### config.mk
export PLATFORM = sky130hd
export DESIGN_NAME = pc_sequencer
export DESIGN_NICKNAME = d
export VERILOG_FILES = /design/src/rtl/ttl_pkg.sv /design/src/rtl/cnt4_slice.sv /design/src/rtl/pc_sequencer.sv
export SDC_FILE = /design/constraint.sdc
export NUM_CORES = 1
export LEC_CHECK = 0
export ABC_AREA = 1
export BUFFER_PORTS_ARGS = -buffer_cell sky130_fd_sc_hd__buf_4
export CORE_ASPECT_RATIO = 1.5
export CORE_MARGIN = 1
export CORE_UTILIZATION = 44
export DETAILED_ROUTE_END_ITERATION = 10
export PLACE_DENSITY = 0.75
export SLEW_MARGIN = 20
export SYNTH_ARGS = -nofsm -noshare
export SYNTH_HDL_FRONTEND = slang
export SYNTH_SLANG_ARGS = --single-unit
### constraint.sdc
create_clock -name clock -period 1.3 [get_ports clock]
set_input_delay 0.26 -clock clock [delete_from_list [all_inputs] [get_ports clock]]
set_output_delay 0.26 -clock clock [all_outputs]
set_load 0.005 [all_outputs]
### src/rtl/ttl_pkg.sv
// Shared definitions for the program-counter sequencer: FSM state codes and
// counter geometry (16-bit PC built from 4-bit slices).
package ttl_pkg;

    localparam int PC_W       = 16;
    localparam int SLICE_W    = 4;
    localparam int NUM_SLICES = PC_W / SLICE_W;

    typedef enum logic [1:0] {
        ST_FETCH = 2'b00,
        ST_EXEC  = 2'b01,
        ST_HALT  = 2'b10
    } state_e;

endpackage

### src/rtl/cnt4_slice.sv
// One 4-bit synchronous up-counter slice with parallel load, count enable and
// active-low ripple carry out, modelled on a classic cascadable TTL counter.
module cnt4_slice
    import ttl_pkg::*;
(
    input  logic               clk_i,
    input  logic               rst_i,
    input  logic [SLICE_W-1:0] rst_val_i,
    input  logic               load_i,
    input  logic [SLICE_W-1:0] din_i,
    input  logic               ent_i,
    output logic [SLICE_W-1:0] q_o,
    output logic               rco_n_o
);

    logic [SLICE_W-1:0] q_q;
    logic [SLICE_W-1:0] q_d;

    // Load wins over counting so a jump lands in every slice on the same edge.
    always_comb begin
        q_d = q_q;
        if (load_i) begin
            q_d = din_i;
        end else if (ent_i) begin
            q_d = q_q + SLICE_W'(1);
        end
    end

    always_ff @(posedge clk_i or posedge rst_i) begin
        if (rst_i) begin
            q_q <= rst_val_i;
        end else begin
            q_q <= q_d;
        end
    end

    assign q_o     = q_q;
    assign rco_n_o = ~((&q_q) & ent_i);

endmodule

### src/rtl/pc_sequencer.sv
// Fetch/execute/halt program-counter sequencer: a three-state FSM steering a
// 16-bit PC made of four cascaded cnt4_slice counters.
module pc_sequencer
    import ttl_pkg::*;
#(
    parameter logic [PC_W-1:0] RESET_VECTOR = 16'h0000
) (
    input  logic            clock,
    input  logic            reset,
    input  logic            ready,
    input  logic            jump,
    input  logic [PC_W-1:0] jump_addr,
    input  logic            halt,
    input  logic            resume,
    output logic [PC_W-1:0] addr,
    output logic            fetch,
    output logic            rco_n,
    output logic [1:0]      state
);

    state_e state_q;
    state_e state_d;

    logic                  pc_load;
    logic                  ent0;
    logic [PC_W-1:0]       pc;
    logic [NUM_SLICES-1:0] ent;
    logic [NUM_SLICES-1:0] slice_rco_n;

    always_ff @(posedge clock or posedge reset) begin
        if (reset) begin
            state_q <= ST_FETCH;
        end else begin
            state_q <= state_d;
        end
    end

    always_comb begin
        state_d = ST_FETCH;
        case (state_q)
            ST_FETCH: state_d = ready  ? ST_EXEC  : ST_FETCH;
            ST_EXEC:  state_d = halt   ? ST_HALT  : ST_FETCH;
            ST_HALT:  state_d = resume ? ST_FETCH : ST_HALT;
            default:  state_d = ST_FETCH;
        endcase
    end

    // Reset gates the count enable so rco_n reads high while reset is held,
    // even if RESET_VECTOR is all ones and ready is asserted.
    assign pc_load = (state_q == ST_EXEC) && jump;
    assign ent0    = (state_q == ST_FETCH) && ready && !reset;

    for (genvar i = 0; i < NUM_SLICES; i++) begin : g_slice
        if (i == 0) begin : g_lsb
            assign ent[i] = ent0;
        end else begin : g_chain
            assign ent[i] = ~slice_rco_n[i-1];
        end

        cnt4_slice u_slice (
            .clk_i     (clock),
            .rst_i     (reset),
            .rst_val_i (RESET_VECTOR[i*SLICE_W +: SLICE_W]),
            .load_i    (pc_load),
            .din_i     (jump_addr[i*SLICE_W +: SLICE_W]),
            .ent_i     (ent[i]),
            .q_o       (pc[i*SLICE_W +: SLICE_W]),
            .rco_n_o   (slice_rco_n[i])
        );
    end

    assign addr  = pc;
    assign fetch = (state_q == ST_FETCH);
    assign rco_n = slice_rco_n[NUM_SLICES-1];
    assign state = state_q;

endmodule

==> results of run 1 <==
-- cell type report --
cell class / instances / area, sq um
Sequential cell: 18 / 450.4
Clock buffer: 3 / 22.52
Multi-Input combinational cell: 120 / 760.7
Fill cell: 163 / 499.2
Timing Repair Buffer: 81 / 669.4
Inverter: 10 / 45.04
Tap cell: 24 / 30.03
-- sequential cells by signal (all words and copies together) (netlist names) --
name and count:
state 2, g_slice.u_slice.q_o 16
-- worst max-delay path, stage by stage, from the launching register on --
cell and delay [ps]:
sky130_fd_sc_hd__dfrtp_1 380, sky130_fd_sc_hd__ha_2 200, sky130_fd_sc_hd__nand2_2 50, sky130_fd_sc_hd__inv_2 70, sky130_fd_sc_hd__nand2_4 60, sky130_fd_sc_hd__nor2_8 100, sky130_fd_sc_hd__nand3_4 60, sky130_fd_sc_hd__nand3b_1 160
sky130_fd_sc_hd__buf_4 140
-- logic make-up (layout without fill, tap and decap cells) --
group	Yosys count	after routing	synth area share
and+or+nand+nor	98	98	0.4235
AOI/OAI and AO/OA	17	17	0.08144
adders and majority gates	4	4	0.04343
DFF	18	18	0.3909
buffers and inverters	13	94	0.05320
xor gates and xnor gates	1	1	0.007602
-- layout by cell type (no fill, tap or decap), drive strengths merged, types with 2 or more instances in the layout --
master,netlist,final
ha,4,4
or2,3,3
inv,10,10
buf,3,80
a21oi,2,2
clkbuf,0,4
o21ai,10,10
nand4,3,3
dfrtp,18,18
nand2,59,59
nor2,12,12
a31oi,2,2
nand3,19,19
-- final timing paths --
path,end,slack (ps),cells past startpoint
setup reg to reg,g_slice[2].u_slice.q_o[3],-200,11
hold reg to reg,state[0],610,2
min in group clock,state[1],170,2
max in group asynchronous,g_slice[0].u_slice.q_o[2],1070,3
setup / recovery,rco_n,-480,8
hold / removal,g_slice[0].u_slice.q_o[1],40,3
-- layer usage --
layer	vias to the layer above	wire [um]	GRT usage
met5	-	0	0
met4	0	56	0.07422
met3	8	190	0.02507
met2	52	2174	0.4869
met1	649	1336	0.2760
li1	667	-	-
-- timing repair --
action | in CTS | in global routing
pin swaps | 4 | 12
gates cloned | 1 | 1
resized for setup | 10 | 31
endpoints found under the setup margin | 16 | 19
setup buffers | 5 | 4
-- through the flow --
stage / util / hold WS [ps] / std cells / TNS (ps)
final: 0.7985 / 35.66 / 256 / -2713
after global routing: 0.7985 / 43.95 / 256 / -4004
after CTS: 0.7303 / 32.97 / 251 / -1983
after detailed placement: 0.6889 / 345.9 / 242 / -1280
after global placement: 0.6889 / 346.7 / 242 / -605.4
after floorplan: - / 115.4 / 151 / -140.1
-- power breakdown --
part / switching [mW] / internal [mW] / total (mW)
combinational: 1.06 / 1.21 / 2.27
clock: 0.159 / 0.107 / 0.266
sequential: 0.207 / 0.790 / 0.998
total: 1.42 / 2.11 / 3.53
==> impl_table.tex, run 1 <==
\begin{tabular}{lr}
\hline
Metric & Value \\
\hline
\multicolumn{2}{l}{\textbf{Final layout}} \\
\quad Post-synthesis to final-layout area growth & 71.66\% \\
\quad Cell area after layout & 0.001978 sq mm \\
\quad ANT cells & 0 \\
\quad Final-stage net count & 260 \\
\quad Ratio of cells with drive above 1 in the final layout & 0.5302 \\
\multicolumn{2}{l}{\textbf{Synth}} \\
\quad FFs w/ async S/R, synth & 1.000 \\
\quad Syn nets & 177 \\
\quad Library cell with the highest instance count after synthesis & sky130\_fd\_sc\_hd\_\_nand2\_1 \\
\quad Most used flip-flop cell after synthesis & sky130\_fd\_sc\_hd\_\_dfrtp\_1 \\
\quad Sequential cell area fraction in the yosys report & 0.3909 \\
\quad Cell variety after synth & 28 \\
\quad Top post-synthesis cells by count & sky130\_fd\_sc\_hd\_\_nand2\_1 (56), sky130\_fd\_sc\_hd\_\_dfrtp\_1 (18), sky130\_fd\_sc\_hd\_\_nand3\_1 (16), sky130\_fd\_sc\_hd\_\_nor2\_1 (8), sky130\_fd\_sc\_hd\_\_o21ai\_1 (6) \\
\quad Share of Yosys cell area claimed by the top area cell type & 0.3909 \\
\quad Largest area contributor in the synthesized netlist & sky130\_fd\_sc\_hd\_\_dfrtp\_1 \\
\quad Netlist area before placement & 0.001152 sq mm \\
\quad Mean cell area of the mapped netlist & 7.631 sq um \\
\quad Count of flip-flops with a built-in enable after synthesis & 0 \\
\quad Register bit count reported by yosys & 18 \\
\quad Warning count from the yosys run & 0 \\
\quad Post-synthesis instance total & 151 \\
\quad Area contributors post-synth & sky130\_fd\_sc\_hd\_\_dfrtp\_1 (39\%), sky130\_fd\_sc\_hd\_\_nand2\_1 (18\%), sky130\_fd\_sc\_hd\_\_nand3\_1 (6.9\%) \\
\multicolumn{2}{l}{\textbf{Clock network}} \\
\quad Clock tree from TritonCTS & built \\
\quad CTS root buf & sky130\_fd\_sc\_hd\_\_clkbuf\_4 \\
\quad Number of clock sinks & 18 \\
\quad Clock-pin slew on the worst setup and hold paths & $\sim$100 ps \\
\quad Quantity of hold-fixing buffers added after cts & 0 \\
\quad Clock tree buffer depth & 2 \\
\quad Clock Latency Late Sink & 280 ps \\
\quad CTS H-Tree Depth & 1 \\
\quad Cts bufs inserted & 3 \\
\multicolumn{2}{l}{\textbf{Timing}} \\
\quad Period utilization & 1.369 \\
\quad Setup repair after global routing missed its margin & true \\
\quad Hold Fails Final Rpt & 0 \\
\quad Slew HR & 0.8269 \\
\quad Number of endpoints failing setup at the final stage & 17 \\
\quad Final clock skew & between 1.5 and 2 ps \\
\quad Worst Tran Pin Value & 257.4 ps \\
\quad Number of slew-limit violations in the final report & 0 \\
\quad Worst setup margin & -479.1 ps \\
\quad Shortest period the worst path allows & 1779 ps \\
\quad Max Freq & 562.1 MHz \\
\multicolumn{2}{l}{\textbf{Routing}} \\
\quad Detailed-route via count & 1376 \\
\quad Number of violations reported at the end of detailed-routing iteration 0 & 51 \\
\quad Final routed wire length divided by cell count & between 10 and 15 um \\
\quad Detailed-route vias per instance & 5.375 \\
\quad Total iterations of the first detailed-routing run & 7 \\
\quad Routed WL & 3757 um \\
\quad Number of nets with antenna violations after detailed routing & 0 \\
\quad \# DRC & 4 \\
\multicolumn{2}{l}{\textbf{Die}} \\
\quad Count of pins on the block boundary & 42 \\
\quad Starting density of the core & 0.4652 \\
\quad Core box area & 0.002477 sq mm \\
\quad Total number of placement rows & 22 \\
\quad Floorplan die height & around 65 um \\
\quad Horizontal die dimension & 43.79 um \\
\quad Die area & 0.002832 sq mm \\
\multicolumn{2}{l}{\textbf{Power}} \\
\quad Cell Pwr Density & 1786 mW/mm\^{}2 \\
\quad Max VDD drop & roughly 0.0012 V \\
\quad Final Total Pwr & 3.532 mW \\
\quad Static Leakage & between 1 and 1.5 nW \\
\multicolumn{2}{l}{\textbf{Placement}} \\
\quad Area post-placement & between 0.0015 and 0.002 sq mm \\
\quad Final Wtd Congestion & 0.7745 \\
\quad Dpl ws & -161.7 ps \\
\quad Half-perimeter wire length after detailed placement & 2519 um \\
\quad Port Buffer Count & 41 \\
\multicolumn{2}{l}{\textbf{Global route}} \\
\quad Sum of overflow across all layers after global routing & 0 \\
\quad Largest net degree at the start of global routing & 19 \\
\quad Total routing resource utilization after global routing & 0.2526 \\
\quad Wire length of the first global-routing pass & 5409 um \\
\quad Antenna violations before repair & 0 \\
\quad Via count of the first global-routing pass & 1293 \\
\multicolumn{2}{l}{\textbf{Worst setup path}} \\
\quad WS Path Type & flip-flop to output port \\
\quad Critical Path Start Type & flip-flop \\
\quad Critical register-to-register path startpoint & g\_slice[0].u\_slice.q\_o[0] \\
\quad Start point of the critical path & g\_slice[0].u\_slice.q\_o[1] \\
\quad Crit path capture type & output port \\
\quad Arrival time of data at the critical path endpoint & 1520 ps \\
\quad Maximum fanout along the worst path & 2 \\
\quad WP data required & 1040 ps \\
\multicolumn{2}{l}{\textbf{Run status}} \\
\quad Run status & complete, but fails checks \\
\quad Violated checks & DRC, setup timing \\
\multicolumn{2}{l}{\textbf{Hold path}} \\
\quad Worst min-delay path class & input pin to async pin \\
\multicolumn{2}{l}{\textbf{Flow run}} \\
\quad Max cap viols & 0 \\
\hline
\end{tabular}
Note: power is estimated with default switching activity, not from simulation.
==> inputs of run 2 (changes only) <==
- ABC_AREA: 1 -> 0
- CORE_UTILIZATION: 44 -> 42
- PLACE_DENSITY: 0.75 -> 0.74
==> run 2 against run 1 <==
The flow finishes with violations (setup timing); critical path type is now flip-flop to flip-flop; count of clock-buffer cells in the layout unchanged; wire length down 21%; combinational power down 11%; sequential share of layout area up 3.0 points.
==> impl_table.tex, run 2 <==
\begin{tabular}{lr}
\hline
Metric & Value \\
\hline
\multicolumn{2}{l}{\textbf{Routing}} \\
\quad Number of nets with antenna violations after detailed routing & 0 (unchanged) \\
\quad Final routed wire length divided by cell count & 14.41 um (was 14.68 um) \\
\quad Detailed-route via count & 1080 (was 1376) \\
\quad \# DRC & 0 (was 4) \\
\quad Total iterations of the first detailed-routing run & 4 (was 7) \\
\quad Number of violations reported at the end of detailed-routing iteration 0 & 29 (was 51) \\
\quad Routed WL & 2969 um (was 3757 um) \\
\quad Detailed-route vias per instance & 5.243 (was 5.375) \\
\multicolumn{2}{l}{\textbf{Worst setup path}} \\
\quad Arrival time of data at the critical path endpoint & 2140 ps (was 1520 ps) \\
\quad Maximum fanout along the worst path & 2 (unchanged) \\
\quad Crit path capture type & flip-flop (was output port) \\
\quad Critical Path Start Type & flip-flop (unchanged) \\
\quad WS Path Type & flip-flop to flip-flop (was flip-flop to output port) \\
\quad WP data required & 1510 ps (was 1040 ps) \\
\multicolumn{2}{l}{\textbf{Die}} \\
\quad Die area & 0.002587 sq mm (was 0.002832 sq mm) \\
\quad Count of pins on the block boundary & 42 (unchanged) \\
\quad Total number of placement rows & 21 (was 22) \\
\quad Horizontal die dimension & 41.86 um (was 43.79 um) \\
\quad Core box area & 0.002233 sq mm (was 0.002477 sq mm) \\
\quad Starting density of the core & 0.4482 (was 0.4652) \\
\quad Floorplan die height & 61.79 um (was 64.68 um) \\
\multicolumn{2}{l}{\textbf{Timing}} \\
\quad Final clock skew & 0.7231 ps (was 1.866 ps) \\
\quad Worst Tran Pin Value & 387.1 ps (was 257.4 ps) \\
\quad Slew HR & 0.7396 (was 0.8269) \\
\quad Number of endpoints failing setup at the final stage & 18 (was 17) \\
\quad Hold Fails Final Rpt & 0 (unchanged) \\
\quad Period utilization & 1.480 (was 1.369) \\
\quad Number of slew-limit violations in the final report & 0 (unchanged) \\
\quad Worst setup margin & -623.9 ps (was -479.1 ps) \\
\quad Shortest period the worst path allows & 1924 ps (was 1779 ps) \\
\quad Max Freq & 519.8 MHz (was 562.1 MHz) \\
\quad Setup repair after global routing missed its margin & true (unchanged) \\
\multicolumn{2}{l}{\textbf{Synth}} \\
\quad Cell variety after synth & 26 (was 28) \\
\quad Netlist area before placement & 0.001001 sq mm (was 0.001152 sq mm) \\
\quad FFs w/ async S/R, synth & 1.000 (unchanged) \\
\quad Sequential cell area fraction in the yosys report & 0.4500 (was 0.3909) \\
\quad Post-synthesis instance total & 107 (was 151) \\
\quad Largest area contributor in the synthesized netlist & sky130\_fd\_sc\_hd\_\_dfrtp\_1 (unchanged) \\
\quad Most used flip-flop cell after synthesis & sky130\_fd\_sc\_hd\_\_dfrtp\_1 (unchanged) \\
\quad Register bit count reported by yosys & 18 (unchanged) \\
\quad Count of flip-flops with a built-in enable after synthesis & 0 (unchanged) \\
\quad Mean cell area of the mapped netlist & 9.355 sq um (was 7.631 sq um) \\
\quad Top post-synthesis cells by count & sky130\_fd\_sc\_hd\_\_dfrtp\_1 (18), sky130\_fd\_sc\_hd\_\_nor2\_1 (18), sky130\_fd\_sc\_hd\_\_a21oi\_1 (13), sky130\_fd\_sc\_hd\_\_xnor2\_1 (8), sky130\_fd\_sc\_hd\_\_nand3\_1 (6) (was sky130\_fd\_sc\_hd\_\_nand2\_1 (56), sky130\_fd\_sc\_hd\_\_dfrtp\_1 (18), sky130\_fd\_sc\_hd\_\_nand3\_1 (16), sky130\_fd\_sc\_hd\_\_nor2\_1 (8), sky130\_fd\_sc\_hd\_\_o21ai\_1 (6)) \\
\quad Syn nets & 133 (was 177) \\
\quad Area contributors post-synth & sky130\_fd\_sc\_hd\_\_dfrtp\_1 (45\%), sky130\_fd\_sc\_hd\_\_xnor2\_1 (7.0\%), sky130\_fd\_sc\_hd\_\_nor2\_1 (6.8\%) (was sky130\_fd\_sc\_hd\_\_dfrtp\_1 (39\%), sky130\_fd\_sc\_hd\_\_nand2\_1 (18\%), sky130\_fd\_sc\_hd\_\_nand3\_1 (6.9\%)) \\
\quad Warning count from the yosys run & 0 (unchanged) \\
\quad Share of Yosys cell area claimed by the top area cell type & 0.4500 (was 0.3909) \\
\multicolumn{2}{l}{\textbf{Global route}} \\
\quad Sum of overflow across all layers after global routing & 0 (unchanged) \\
\quad Largest net degree at the start of global routing & 19 (unchanged) \\
\quad Total routing resource utilization after global routing & 0.2220 (was 0.2526) \\
\quad Via count of the first global-routing pass & 1054 (was 1293) \\
\quad Antenna violations before repair & 0 (unchanged) \\
\quad Wire length of the first global-routing pass & 4374 um (was 5409 um) \\
\multicolumn{2}{l}{\textbf{Clock network}} \\
\quad Clock-pin slew on the worst setup and hold paths & 100 ps (about the same) \\
\quad Quantity of hold-fixing buffers added after cts & 0 (unchanged) \\
\quad Number of clock sinks & 18 (unchanged) \\
\quad CTS root buf & sky130\_fd\_sc\_hd\_\_clkbuf\_4 (unchanged) \\
\quad Clock tree buffer depth & 2 (unchanged) \\
\quad CTS H-Tree Depth & 1 (unchanged) \\
\quad Cts bufs inserted & 3 (unchanged) \\
\quad Clock Latency Late Sink & 290 ps (was 280 ps) \\
\quad Clock tree from TritonCTS & built (unchanged) \\
\multicolumn{2}{l}{\textbf{Power}} \\
\quad Net switching power figure & 1.159 mW (was 1.423 mW) \\
\quad Total internal power & 2.088 mW (was 2.110 mW) \\
\quad Cell Pwr Density & 1860 mW/mm\^{}2 (was 1786 mW/mm\^{}2) \\
\quad Max VDD drop & 0.001198 V (was 0.001193 V) \\
\quad Part of the total power dissipated in the clock network & 0.086 (was 0.075) \\
\quad Sequential share of power & 0.290 (was 0.282) \\
\quad Static Leakage & 0.7992 nW (was 1.054 nW) \\
\quad Gate power share & 0.624 (was 0.642) \\
\quad Switching power as a share of total power & 0.3570 (was 0.4028) \\
\multicolumn{2}{l}{\textbf{Placement}} \\
\quad Dpl ws & -422.9 ps (was -161.7 ps) \\
\quad Final Wtd Congestion & 0.8416 (was 0.7745) \\
\quad Half-perimeter wire length after detailed placement & 2033 um (was 2519 um) \\
\quad Area post-placement & 0.001535 sq mm (was 0.001707 sq mm) \\
\quad Port Buffer Count & 41 (unchanged) \\
\multicolumn{2}{l}{\textbf{Final layout}} \\
\quad ANT cells & 0 (unchanged) \\
\quad Final-stage net count & 211 (was 260) \\
\quad Ratio of cells with drive above 1 in the final layout & 0.5410 (was 0.5302) \\
\quad Post-synthesis to final-layout area growth & 74.37\% (was 71.66\%) \\
\quad Highest-count cells in the layout ignoring fill and taps & sky130\_fd\_sc\_hd\_\_buf\_4 (67), sky130\_fd\_sc\_hd\_\_dfrtp\_1 (18), sky130\_fd\_sc\_hd\_\_nor2\_1 (17), sky130\_fd\_sc\_hd\_\_a21oi\_1 (12), sky130\_fd\_sc\_hd\_\_buf\_6 (11) (was sky130\_fd\_sc\_hd\_\_buf\_4 (69), sky130\_fd\_sc\_hd\_\_nand2\_1 (44), sky130\_fd\_sc\_hd\_\_dfrtp\_1 (18), sky130\_fd\_sc\_hd\_\_nand3\_1 (14), sky130\_fd\_sc\_hd\_\_nand2\_2 (11)) \\
\quad Number of flip-flops in the largest register & 16 (unchanged) \\
\quad Fraction of the core area covered by cells at the end of the flow & 0.7815 (was 0.7985) \\
\quad Leading cell type in the layout, fill and taps excluded & sky130\_fd\_sc\_hd\_\_buf\_4 (unchanged) \\
\quad Cell area after layout & 0.001745 sq mm (was 0.001978 sq mm) \\
\multicolumn{2}{l}{\textbf{Hold path}} \\
\quad Worst min-delay path class & input pin to async pin (unchanged) \\
\multicolumn{2}{l}{\textbf{Flow run}} \\
\quad Max cap viols & 0 (unchanged) \\
\multicolumn{2}{l}{\textbf{Run status}} \\
\quad Violated checks & setup timing (was DRC, setup timing) \\
\quad Run status & complete, but fails checks (unchanged) \\
\hline
\end{tabular}
[run 2: cell families (layout without fill, tap and decap cells)]
family | after synthesis | count (layout) | share of synthesized area
compound gates | 18 | 18 | 0.09625
mux | 5 | 5 | 0.05125
simple gates | 44 | 44 | 0.2275
flops | 18 | 18 | 0.4500
buf+inv | 8 | 84 | 0.03749
fa+ha+maj | 4 | 4 | 0.05000
xor+xnor | 10 | 10 | 0.08751
[run 2: final timing paths]
kind | start | slack, ps | depth (start not counted) | to
worst min register to register | g_slice[3].u_slice.q_o[2] | 650 | 2 | g_slice[3].u_slice.q_o[2]
max in group asynchronous | reset | 980 | 4 | g_slice[3].u_slice.q_o[2]
worst max-delay path | g_slice[0].u_slice.q_o[0] | -620 | 6 | g_slice[3].u_slice.q_o[3]
worst min-delay path | reset | 120 | 4 | g_slice[1].u_slice.q_o[2]
worst max register to register | g_slice[0].u_slice.q_o[0] | -620 | 6 | g_slice[3].u_slice.q_o[3]
min in group clock | jump_addr[6] | 200 | 2 | g_slice[1].u_slice.q_o[2]
[run 2: timing repair]
| action | 4_1_cts | 5_1_grt |
|---|---|---|
| endpoints found under the setup margin | 18 | 20 |
| gates resized for setup | 14 | 17 |
| buffers inserted | 8 | 4 |
| pin swaps | 9 | 11 |
| endpoints found under the hold margin | 0 | 0 |
[run 2: layout make-up]
type / instances / area [sq um]
timing repair buffer: 78 / 626.9
multi-input combinational: 81 / 605.6
fill: 158 / 488.0
sequential: 18 / 450.4
tap: 23 / 28.78
clock buffer: 3 / 22.52
inverter: 3 / 11.26
[run 2: per-layer routing]
| metal | global-route usage | share of wire | vias up |
|---|---|---|---|
| li1 | - | - | 535 |
| met1 | 0.2230 | 0.38 | 514 |
| met2 | 0.4754 | 0.57 | 26 |
| met3 | 0.02890 | 0.038 | 5 |
| met4 | 0.05530 | 0.0064 | 0 |
| met5 | 0 | 0 | - |
[run 2: power by group through the flow]
stage	clock network (mW)	registers [mW]	logic, mW
floorplan	0	1.03	0.580
global placement	0	0.919	1.59
detailed placement	0	0.938	1.64
CTS	0.279	0.936	1.90
global route	0.300	0.965	2.21
finish	0.280	0.941	2.03
[run 2: metrics by stage]
stage          power (mW)  instances  hold slack, ps  setup TNS [ps]
5_1_grt             3.474        206           147.5           -7520
4_1_cts             3.118        206           125.7           -5264
6_report            3.247        206           116.9           -5771
3_3_place_gp        2.508        195           429.6           -2730
3_5_place_dp        2.583        195           435.0           -3220
2_1_floorplan       1.615        107           198.6           -2634
[run 2: critical path: stages (launching register included)]
cell and delay, ps:
sky130_fd_sc_hd__dfrtp_1 390, sky130_fd_sc_hd__ha_2 200, sky130_fd_sc_hd__nand4bb_1 170, sky130_fd_sc_hd__buf_4 180
sky130_fd_sc_hd__or4_4 400, sky130_fd_sc_hd__or3_1 350, sky130_fd_sc_hd__a31oi_1 170
==> inputs of run 3 (changes only) <==
- TNS_END_PERCENT: not set -> 10
==> run 3 against run 2 <==
The flow still finishes with violations (setup timing); final area up 5.2%; final cell count up 1.5%; setup slack worse by 55 ps; register-to-register slack worse by 40 ps; sequential power up 3.2%; clock power up 32%; die area unchanged; non-clock buffer count up 2; worst hold slack worse by 24 ps.
==> impl_table.tex, run 3 (synthesis results as in run 2) <==
\begin{tabular}{lr}
\hline
Metric & Value \\
\hline
\multicolumn{2}{l}{\textbf{Worst setup path}} \\
\quad Crit path max-delay family & simple AND/OR/NAND/NOR gates (unchanged) \\
\quad WP data required & 1040 ps (was 1510 ps) \\
\quad Crit path capture type & output port (was flip-flop) \\
\quad Maximum cell stage delay along the critical path & 390 ps (was 400 ps) \\
\quad WS Path Type & flip-flop to output port (was flip-flop to flip-flop) \\
\quad List of cells traversed by the critical path & ha\_2, nand4bb\_1, buf\_6, nor4\_2, nand4\_1, buf\_4 (was ha\_2, nand4bb\_1, buf\_4, or4\_4, or3\_1, a31oi\_1) \\
\quad Arrival time of data at the critical path endpoint & 1720 ps (was 2140 ps) \\
\quad Critical Path Start Type & flip-flop (unchanged) \\
\quad Maximum fanout along the worst path & 2 (unchanged) \\
\quad Crit path max-delay cell type & sky130\_fd\_sc\_hd\_\_dfrtp\_1 (was sky130\_fd\_sc\_hd\_\_or4\_4) \\
\quad Critical register-to-register path startpoint & g\_slice[0].u\_slice.q\_o[0] (unchanged) \\
\quad Start point of the critical path & g\_slice[0].u\_slice.q\_o[0] (unchanged) \\
\quad Number of buffer and inverter instances along the worst setup path & 2 (was 1) \\
\multicolumn{2}{l}{\textbf{Final layout}} \\
\quad Leading cell type in the layout, fill and taps excluded & sky130\_fd\_sc\_hd\_\_buf\_4 (unchanged) \\
\quad Number of flip-flops in the largest register & 16 (unchanged) \\
\quad Cell area after layout & 0.001836 sq mm (was 0.001745 sq mm) \\
\quad ANT cells & 0 (unchanged) \\
\quad Post-synthesis to final-layout area growth & 83.37\% (was 74.37\%) \\
\quad Highest-count cells in the layout ignoring fill and taps & sky130\_fd\_sc\_hd\_\_buf\_4 (70), sky130\_fd\_sc\_hd\_\_dfrtp\_1 (18), sky130\_fd\_sc\_hd\_\_nor2\_1 (16), sky130\_fd\_sc\_hd\_\_a21oi\_1 (11), sky130\_fd\_sc\_hd\_\_buf\_6 (9) (was sky130\_fd\_sc\_hd\_\_buf\_4 (67), sky130\_fd\_sc\_hd\_\_dfrtp\_1 (18), sky130\_fd\_sc\_hd\_\_nor2\_1 (17), sky130\_fd\_sc\_hd\_\_a21oi\_1 (12), sky130\_fd\_sc\_hd\_\_buf\_6 (11)) \\
\quad Fraction of the core area covered by cells at the end of the flow & 0.8218 (was 0.7815) \\
\quad Number of filler cells placed in the layout & 146 (was 158) \\
\quad Ratio of cells with drive above 1 in the final layout & 0.5591 (was 0.5410) \\
\quad Final-stage net count & 213 (was 211) \\
\multicolumn{2}{l}{\textbf{Routing}} \\
\quad Detailed-route via count & 1166 (was 1080) \\
\quad Post-route met1 wirelength & 1339 um (was 1139 um) \\
\quad Number of nets with antenna violations after detailed routing & 0 (unchanged) \\
\quad Number of violations reported at the end of detailed-routing iteration 0 & 20 (was 29) \\
\quad Metal2 WL & 1901 um (was 1698 um) \\
\quad Detailed-route vias per instance & 5.579 (was 5.243) \\
\quad Final routed wire length divided by cell count & 17.01 um (was 14.41 um) \\
\quad \# DRC & 0 (unchanged) \\
\quad Routed wl met3 & 148 um (was 112 um) \\
\quad Total iterations of the first detailed-routing run & 4 (unchanged) \\
\quad Routed WL & 3555 um (was 2969 um) \\
\quad Highest layer used for signal routing & met4 (unchanged) \\
\multicolumn{2}{l}{\textbf{Timing}} \\
\quad Hold Fails Final Rpt & 0 (unchanged) \\
\quad Slew HR & 0.7412 (was 0.7396) \\
\quad Setup repair after global routing missed its margin & true (unchanged) \\
\quad Max Freq & 505.2 MHz (was 519.8 MHz) \\
\quad Number of slew-limit violations in the final report & 0 (unchanged) \\
\quad Worst Tran Pin Value & 384.7 ps (was 387.1 ps) \\
\quad Shortest period the worst path allows & 1979 ps (was 1924 ps) \\
\quad Period utilization & 1.523 (was 1.480) \\
\quad Number of endpoints failing setup at the final stage & 23 (was 18) \\
\quad Final clock skew & 10.58 ps (was 0.7231 ps) \\
\quad Worst setup margin & -679.3 ps (was -623.9 ps) \\
\multicolumn{2}{l}{\textbf{Die}} \\
\quad Total number of placement rows & 21 (unchanged) \\
\quad Horizontal die dimension & 41.86 um (unchanged) \\
\quad Core box area & 0.002233 sq mm (unchanged) \\
\quad Die area & 0.002587 sq mm (unchanged) \\
\quad Floorplan die height & 61.79 um (unchanged) \\
\quad Count of pins on the block boundary & 42 (unchanged) \\
\quad Starting density of the core & 0.4482 (unchanged) \\
\multicolumn{2}{l}{\textbf{Global route}} \\
\quad Antenna violations before repair & 0 (unchanged) \\
\quad Via count of the first global-routing pass & 1151 (was 1054) \\
\quad Wire length of the first global-routing pass & 4823 um (was 4374 um) \\
\quad Sum of overflow across all layers after global routing & 0 (unchanged) \\
\quad Largest net degree at the start of global routing & 19 (unchanged) \\
\quad Total routing resource utilization after global routing & 0.2491 (was 0.2220) \\
\multicolumn{2}{l}{\textbf{Run status}} \\
\quad Run status & complete, but fails checks (unchanged) \\
\quad Violated checks & setup timing (unchanged) \\
\multicolumn{2}{l}{\textbf{Power}} \\
\quad Static Leakage & 0.8396 nW (was 0.7992 nW) \\
\quad Cell Pwr Density & 1950 mW/mm\^{}2 (was 1860 mW/mm\^{}2) \\
\quad Max VDD drop & 0.001395 V (was 0.001198 V) \\
\multicolumn{2}{l}{\textbf{Clock network}} \\
\quad Clock tree from TritonCTS & built (unchanged) \\
\quad CTS H-Tree Depth & 1 (unchanged) \\
\quad Clock-pin slew on the worst setup and hold paths & 120 ps (was 100 ps) \\
\quad Number of clock sinks & 18 (unchanged) \\
\quad Clock tree buffer depth & 2 (unchanged) \\
\quad Cts bufs inserted & 3 (unchanged) \\
\quad Clock Latency Late Sink & 310 ps (was 290 ps) \\
\quad CTS root buf & sky130\_fd\_sc\_hd\_\_clkbuf\_4 (unchanged) \\
\multicolumn{2}{l}{\textbf{Placement}} \\
\quad Port Buffer Count & 41 (unchanged) \\
\quad Final Wtd Congestion & 0.7984 (was 0.8416) \\
\quad Area post-placement & 0.001529 sq mm (was 0.001535 sq mm) \\
\quad Half-perimeter wire length after detailed placement & 2013 um (was 2033 um) \\
\multicolumn{2}{l}{\textbf{Hold path}} \\
\quad Worst min-delay path class & input pin to async pin (unchanged) \\
\multicolumn{2}{l}{\textbf{Flow run}} \\
\quad Max cap viols & 0 (unchanged) \\
\hline
\end{tabular}
-- run 3: cell count changes in the layout (fill, tap and decap cells not counted), moves of 2 or more --
cell and delta:
sky130_fd_sc_hd__buf_6 -2, sky130_fd_sc_hd__nand3_2 -3, sky130_fd_sc_hd__ha_2 -2, sky130_fd_sc_hd__nor3_1 -2, sky130_fd_sc_hd__buf_4 +3, sky130_fd_sc_hd__nor4_1 -2
sky130_fd_sc_hd__nand3_1 +2
-- run 3: worst register-to-register path: stages, from the launching register on --
cell	delay [ps]
sky130_fd_sc_hd__dfrtp_1	390
sky130_fd_sc_hd__ha_2	210
sky130_fd_sc_hd__nand4bb_1	170
sky130_fd_sc_hd__buf_4	190
sky130_fd_sc_hd__or4_4	410
sky130_fd_sc_hd__or3_1	360
sky130_fd_sc_hd__a31oi_1	170
-- run 3: final cells by class --
cell class                      instances  area (sq um)  share of cell area
Tap cell                               23         28.78             0.01568
Timing Repair Buffer                   80         641.9              0.3497
Sequential cell                        18         450.4              0.2454
Clock buffer                            4         36.28             0.01977
Inverter                                3         11.26            0.006135
Multi-Input combinational cell         81         666.9              0.3633
-- run 3: stage by stage --
stage | TNS [ps] | worst slack, ps | hold WS, ps | std cells | power [mW]
detailed placement | -3506 | -436.8 | 430.3 | 195 | 2.578
finish | -6815 | -679.3 | 92.51 | 209 | 3.580
CTS | -4897 | -567.7 | 102.9 | 204 | 3.174
floorplan | -2982 | -551.1 | 198.6 | 107 | 1.612
global placement | -2781 | -383.1 | 424.6 | 195 | 2.493
global route | -7974 | -725.2 | 131.6 | 209 | 3.764
-- run 3: what timing repair did --
item | in CTS | in global routing
hold endpoints to repair | 0 | 0
hold buffers | 0 | 0
resized for setup | 22 | 17
cloned | 0 | 0
pin swaps | 9 | 13
buffers inserted | 5 | 5
setup endpoints to repair | 18 | 20
-- run 3: where the power goes --
part | internal (mW) | switching [mW]
clock | 0.171 | 0.199
sequential | 0.781 | 0.190
combinational | 1.28 | 0.960
-- run 3: worst paths after layout --
path / to / slack, ps / cells past startpoint
worst min register to register: g_slice[3].u_slice.q_o[3] / 660 / 2
max in group asynchronous: g_slice[1].u_slice.q_o[1] / 990 / 4
worst min-delay path: g_slice[0].u_slice.q_o[2] / 90 / 4
worst max-delay path: rco_n / -680 / 6
worst max register to register: g_slice[3].u_slice.q_o[3] / -660 / 6
min in group clock: state[1] / 170 / 2
-- run 3: metal layers --
metal  GRT usage  vias up
met5           0        -
li1            -      541
met4      0.1429        0
met2      0.4821       51
met1      0.2606      554
met3     0.03179       20
